File: src/rtl/ch_readout_deser.sv
`timescale 1ns/1ps
`default_nettype none
// ============================================================================
// Module      : ch_readout_deser
// Description : Readout controller and deserializer for one PSEC6 channel.
//               For each register it drives the select code, pulses the
//               readout command, shifts in the MSB-first CNT_SER stream and
//               presents the word on a valid/ready interface. One sweep
//               reads select codes 0..NUM_REGS-1.
// Ports       : SPI_CLK      readout clock, the only clock
//               RST          synchronous active-high reset
//               START_READ   pulse, starts a sweep (ignored while busy)
//               ABORT        return to idle at next edge, discarding data
//               CNT_SER      serial data from the channel, MSB first
//               SELECT_REG   register select code to the channel
//               INST_READOUT one-cycle load/readout command to the channel
//               DATA_OUT     assembled word
//               DATA_SEL     select code of the word on DATA_OUT
//               DATA_VALID   DATA_OUT/DATA_SEL valid
//               DATA_READY   consumer accepts word when high with DATA_VALID
//               BUSY         sweep in progress
//               DONE         one-cycle pulse after last word accepted
//               FORMAT_ERR   sticky, trigger-count word had stray high bits
// Revision    : 1.0 - initial release
// ============================================================================
module ch_readout_deser #(
    parameter int WORD_W   = 10,
    parameter int NUM_REGS = 6,
    parameter int LOAD_LAT = 1,
    parameter int TCNT_SEL = 5
) (
    input  logic              SPI_CLK,
    input  logic              RST,
    input  logic              START_READ,
    input  logic              ABORT,
    input  logic              CNT_SER,
    output logic [2:0]        SELECT_REG,
    output logic              INST_READOUT,
    output logic [WORD_W-1:0] DATA_OUT,
    output logic [2:0]        DATA_SEL,
    output logic              DATA_VALID,
    input  logic              DATA_READY,
    output logic              BUSY,
    output logic              DONE,
    output logic              FORMAT_ERR
);

    // Shared counter for the WAIT latency and the SHIFT bit count.
    localparam int c_CNT_W = $clog2(WORD_W + LOAD_LAT + 1);

    localparam logic [c_CNT_W-1:0] c_LAST_BIT  = c_CNT_W'(WORD_W - 1);
    localparam logic [c_CNT_W-1:0] c_LAST_WAIT = c_CNT_W'((LOAD_LAT > 0) ? LOAD_LAT - 1 : 0);
    localparam logic [2:0]         c_LAST_IDX  = 3'(NUM_REGS - 1);
    localparam logic [2:0]         c_TCNT_SEL  = 3'(TCNT_SEL);

    localparam logic [2:0] c_IDLE    = 3'd0;
    localparam logic [2:0] c_SEL     = 3'd1;
    localparam logic [2:0] c_LOAD    = 3'd2;
    localparam logic [2:0] c_WAIT    = 3'd3;
    localparam logic [2:0] c_SHIFT   = 3'd4;
    localparam logic [2:0] c_PRESENT = 3'd5;

    logic [2:0]         r_state;
    logic [2:0]         w_state_next;
    logic [2:0]         r_index;
    logic [c_CNT_W-1:0] r_cnt;
    // Only WORD_W-1 bits are kept: the final bit goes straight into r_data.
    logic [WORD_W-2:0]  r_shift;
    logic [WORD_W-1:0]  w_shift_next;
    logic [WORD_W-1:0]  r_data;
    logic               r_done;
    logic               r_fmt_err;
    logic               w_start;
    logic               w_abort;
    logic               w_accept;

    assign w_shift_next = {r_shift, CNT_SER};
    // A start that lands on the DONE cycle is dropped; caller re-pulses.
    assign w_start  = (r_state == c_IDLE) && START_READ && !r_done;
    assign w_abort  = ABORT && (r_state != c_IDLE);
    // ABORT wins over a simultaneous acceptance.
    assign w_accept = (r_state == c_PRESENT) && DATA_READY && !ABORT;

    always_ff @(posedge SPI_CLK) begin
        if (RST) begin
            r_state <= c_IDLE;
        end else begin
            r_state <= w_state_next;
        end
    end

    always_comb begin
        w_state_next = r_state;
        case (r_state)
            c_IDLE:    if (w_start) w_state_next = c_SEL;
            c_SEL:     w_state_next = c_LOAD;
            c_LOAD:    w_state_next = (LOAD_LAT == 0) ? c_SHIFT : c_WAIT;
            c_WAIT:    if (r_cnt == c_LAST_WAIT) w_state_next = c_SHIFT;
            c_SHIFT:   if (r_cnt == c_LAST_BIT) w_state_next = c_PRESENT;
            c_PRESENT: begin
                if (w_accept) begin
                    w_state_next = (r_index == c_LAST_IDX) ? c_IDLE : c_SEL;
                end
            end
            default:   w_state_next = c_IDLE;
        endcase
        if (w_abort) begin
            w_state_next = c_IDLE;
        end
    end

    always_ff @(posedge SPI_CLK) begin
        if (RST) begin
            r_index   <= '0;
            r_cnt     <= '0;
            r_shift   <= '0;
            r_data    <= '0;
            r_done    <= 1'b0;
            r_fmt_err <= 1'b0;
        end else begin
            r_done <= 1'b0;
            if (w_abort) begin
                r_index <= '0;
                r_cnt   <= '0;
            end else begin
                case (r_state)
                    c_IDLE: begin
                        if (w_start) begin
                            r_index   <= '0;
                            r_fmt_err <= 1'b0;
                        end
                    end
                    c_SEL, c_LOAD: r_cnt <= '0;
                    c_WAIT: begin
                        r_cnt <= (r_cnt == c_LAST_WAIT) ? '0 : r_cnt + c_CNT_W'(1);
                    end
                    c_SHIFT: begin
                        r_shift <= w_shift_next[WORD_W-2:0];
                        r_cnt   <= r_cnt + c_CNT_W'(1);
                        if (r_cnt == c_LAST_BIT) begin
                            r_data <= w_shift_next;
                            // Trigger count is only 3 bits wide; anything above is corrupt.
                            if ((r_index == c_TCNT_SEL) && (|w_shift_next[WORD_W-1:3])) begin
                                r_fmt_err <= 1'b1;
                            end
                        end
                    end
                    c_PRESENT: begin
                        if (DATA_READY) begin
                            if (r_index == c_LAST_IDX) begin
                                r_done  <= 1'b1;
                                r_index <= '0;
                            end else begin
                                r_index <= r_index + 3'd1;
                            end
                        end
                    end
                    default: ;
                endcase
            end
        end
    end

    assign SELECT_REG   = (r_state == c_IDLE) ? 3'd0 : r_index;
    assign INST_READOUT = (r_state == c_LOAD);
    assign DATA_OUT     = r_data;
    assign DATA_SEL     = r_index;
    assign DATA_VALID   = (r_state == c_PRESENT);
    assign BUSY         = (r_state != c_IDLE);
    assign DONE         = r_done;
    assign FORMAT_ERR   = r_fmt_err;

endmodule
`default_nettype wire
File: config.mk
export PLATFORM = sky130hd
export DESIGN_NAME = ch_readout_deser
export DESIGN_NICKNAME = d
export VERILOG_FILES = /design/src/rtl/ch_readout_deser.sv
export SDC_FILE = /design/constraint.sdc
export NUM_CORES = 1
export LEC_CHECK = 0
export CORE_ASPECT_RATIO = 0.8
export CORE_UTILIZATION = 30
export DETAILED_ROUTE_END_ITERATION = 10
export GPL_TIMING_DRIVEN = 0
export PLACE_DENSITY_LB_ADDON = 0.15
export SYNTH_ARGS = -nofsm -noshare
export SYNTH_HDL_FRONTEND = slang
export SYNTH_SLANG_ARGS = --single-unit
File: constraint.sdc
create_clock -name SPI_CLK -period 1.85 [get_ports SPI_CLK]
set_input_delay 0.2775 -clock SPI_CLK [delete_from_list [all_inputs] [get_ports SPI_CLK]]
set_output_delay 0.2775 -clock SPI_CLK [all_outputs]
set_load 0.01 [all_outputs]
==> out/metrics.cfg <==
[outcome]
status=completed

[worst_setup_path]
end_kind=register
r2r_slack_ns=0.09
worst-endpoint-required_ns=2.02
crit_start=START_READ
ff2ff_path_depth=6
crit_fanout=3
crit_family=simple AND/OR/NAND/NOR gates
endpoint=DATA_SEL[1]$_SDFFE_PP0P_
worstReg2RegEnd=DATA_OUT[3]$_SDFFE_PP0P_
max_stage_delay_ns=0.60
crit_chain=clkdlybuf4s50_1, or4b_2, a21oi_1, mux2i_1, nor2_1
crit_slowest_cell=or4b_2
cp.depth=5
critPathArrivalTime_ns=1.93
cp_num_buf_inv=1
worstSetupStartpointType=input pin
r2r-start=r_state[0]$_SDFFE_PP0P_
critical_path_class=in -> reg

[route]
drt_iter0_drc=71
dr.pass1.iters=4
num_vias=1232
wl_um=3190
drcViolationCount=0
vias_per_cell=4.85
antenna_left=0
wire_per_inst_um=12.6

[placed_design]
post-place-ws_ns=-0.328
io_buffers=26
hpwl_um=2250
gp_congestion=0.753

[sta]
post-route-min-period_ns=1.76
worstMarginPinSlew_ns=0.585
drv_slew=0
slew_headroom_pct=60.8
clock.fmax_ghz=0.568
setup_viol=0
hold_viol_final=0
worst_slack_ns=0.0891
finalCritPeriodShare_pct=95.2
finClkSkew_ns=0.00539
rsz0062_at_grt=no

[floorplanning]
start_util_pct=32.5
fp-row-count=21
io_pins=27
die_w_um=78.6
fp.dieH_um=63.3
dieArea_um2=4970
core_um2=4340

[synth]
synth_ff_type=dfxtp_1
synth-seq-area-share_pct=44.1
synth_largest_area_cell=dfxtp_1
async_flop_share_pct=0
syn_nets=171
synth_top_family_by_area=simple AND/OR/NAND/NOR gates
yosysMostFrequentCell=dfxtp_1
synth_xor_area_share_pct=1.24
synthMuxAreaShare_pct=8.53
syn_inst=162
ys.warnings.count=0
synthAdderAreaFrac_pct=2.67
avgSynthCellArea_um2=8.69
synthTopCellsByArea=dfxtp_1 44%, mux2i_1 8.5%, a21oi_1 6.8%, nor2_1 5.6%, nand2_1 5.1%
synth-seq-cells=31
netlist_area_um2=1410
synth_edf_count=0
synth_common_cells=31 x dfxtp_1, 21 x nor2_1, 19 x a21oi_1, 19 x nand2_1, 12 x mux2i_1
synth-simple-area-share_pct=27.3
synth_top_cell_area_share_pct=44.1
yosysUniqueCellTypes=33
synth_compound_area_share_pct=11.8

[grt]
globalRouteMet3Util_pct=4.35
antenna_found_initial=0
met2_usage_pct=20.7
grt_use_met1_pct=20.2
grt_use_total_pct=14.4
grt_pass1_wl_um=5600
top_usage_layer=met2
grt_pass1_vias=1181
grt_max_degree=11
grt-ovfl-total=0

[clock_network]
clock_latency_ns=0.27
cts_buffers=5
clk_pin_slew_ns=0.07
htree_levels=2
clock_sinks=31
cts_hold_buf=0
cts_buffer_depth=2
cts_root_buffer=clkbuf_8
cts_tree=done

[pwr]
power_density_nw_per_um2=918
irDropWorstVdd_mv=0.438
finalPower_mw=1.73
leakage_nw=0.673

[layout]
n_fill_cell=447
area_delta_synth_final_pct=34.0
nets=205
drive_above_1_share_pct=11.7
diodes=0

[flow_run]
drv_cap=0

[hold_path]
hold_path.class=reg -> reg

## power breakdown
part	total [mW]	internal, mW	leakage (nW)	switching [mW]
Sequential	0.716	0.689	0.251	0.0270
Clock	0.680	0.435	0.0612	0.245
Combinational	0.335	0.160	0.361	0.175
Total	1.73	1.28	0.673	0.446
## metal layers
| layer | vias up | routed length, µm |
|---|---|---|
| met5 | - | 0 |
| met4 | 0 | 46 |
| met3 | 6 | 158 |
| met2 | 30 | 1340 |
| met1 | 568 | 1640 |
| li1 | 628 | - |
## layout by cell type, fill, tap and decap left out, drive strengths merged, types with 2 or more instances in the layout
master / n
a21oi: 19
and2: 4
and3: 3
buf: 4
clkbuf: 10
clkdlybuf4s50: 20
dfxtp: 31
dlygate4sd2: 6
ha: 3
inv: 4
mux2i: 12
nand2: 19
nand2b: 5
nand3b: 5
nor2: 22
nor3: 4
nor3b: 3
nor4: 4
o21ai: 3
or3: 2
or4b: 2
xnor2: 2
## worst min-delay path, delay by kind of cell, from the launching register on
| family | cells | cell delay (ns) |
|---|---|---|
| and+or+nand+nor | 1 | 0.05 |
| DFF | 1 | 0.32 |
| AOI/OAI and AO/OA | 1 | 0.05 |
## registers in the layout, summed over array words and instances (netlist names)
| name | count |
|---|---|
| FORMAT_ERR | 1 |
| DATA_SEL | 3 |
| DONE | 1 |
| r_cnt | 4 |
| r_state | 3 |
| DATA_OUT | 10 |
| r_shift | 9 |
## through the flow
step	hold WS (ns)	instances	cell area, µm²	util (%)	setup TNS, ns
3_3_place_gp	0.464	245	1740	40.1	-3.27
3_5_place_dp	0.466	245	1740	40.1	-3.48
2_1_floorplan	0.413	162	1410	-	0
4_1_cts	0.476	254	1880	43.4	0
6_report	0.474	254	1890	43.5	0
5_1_grt	0.509	254	1890	43.5	0
## kinds of logic after synthesis
logic type,count (synthesis)
muxes,12
AOI/OAI and AO/OA,29
buffers and inverters,11
and+or+nand+nor,74
xor gates and xnor gates,2
DFF,31
adders and majority gates,3
## layout make-up
type / count / area [µm²] / area share, %
timing repair buffer: 27 / 260 / 13.8
multi-input combinational: 120 / 742 / 39.3
clock inverter: 2 / 35.0 / 1.86
buffer: 7 / 56.3 / 2.99
clock buffer: 6 / 82.6 / 4.38
sequential: 31 / 623 / 33.0
tap: 57 / 71.3 / 3.78
inverter: 4 / 15.0 / 0.796
## how the worst min path moves through the flow
stage / from / endpoint / slack [ns] / cells after the start
finish: r_shift[1]$_SDFFE_PP0P_ / r_shift[1]$_SDFFE_PP0P_ / 0.47 / 2
global route: r_shift[1]$_SDFFE_PP0P_ / r_shift[2]$_SDFFE_PP0P_ / 0.51 / 2
CTS: r_shift[1]$_SDFFE_PP0P_ / r_shift[2]$_SDFFE_PP0P_ / 0.48 / 2
detailed placement: r_shift[1]$_SDFFE_PP0P_ / r_shift[2]$_SDFFE_PP0P_ / 0.47 / 2
global placement: r_shift[8]$_SDFFE_PP0P_ / r_shift[8]$_SDFFE_PP0P_ / 0.46 / 2
floorplan: CNT_SER / r_shift[0]$_SDFFE_PP0P_ / 0.41 / 2
## timing repair
action | CTS | global route
pin swaps | 1 | 0
cloned | 0 | 0
endpoints found under the setup margin | 15 | 1
setup buffers | 1 | 0
resized for setup | 16 | 1
Note: power is estimated with default switching activity, not from simulation.
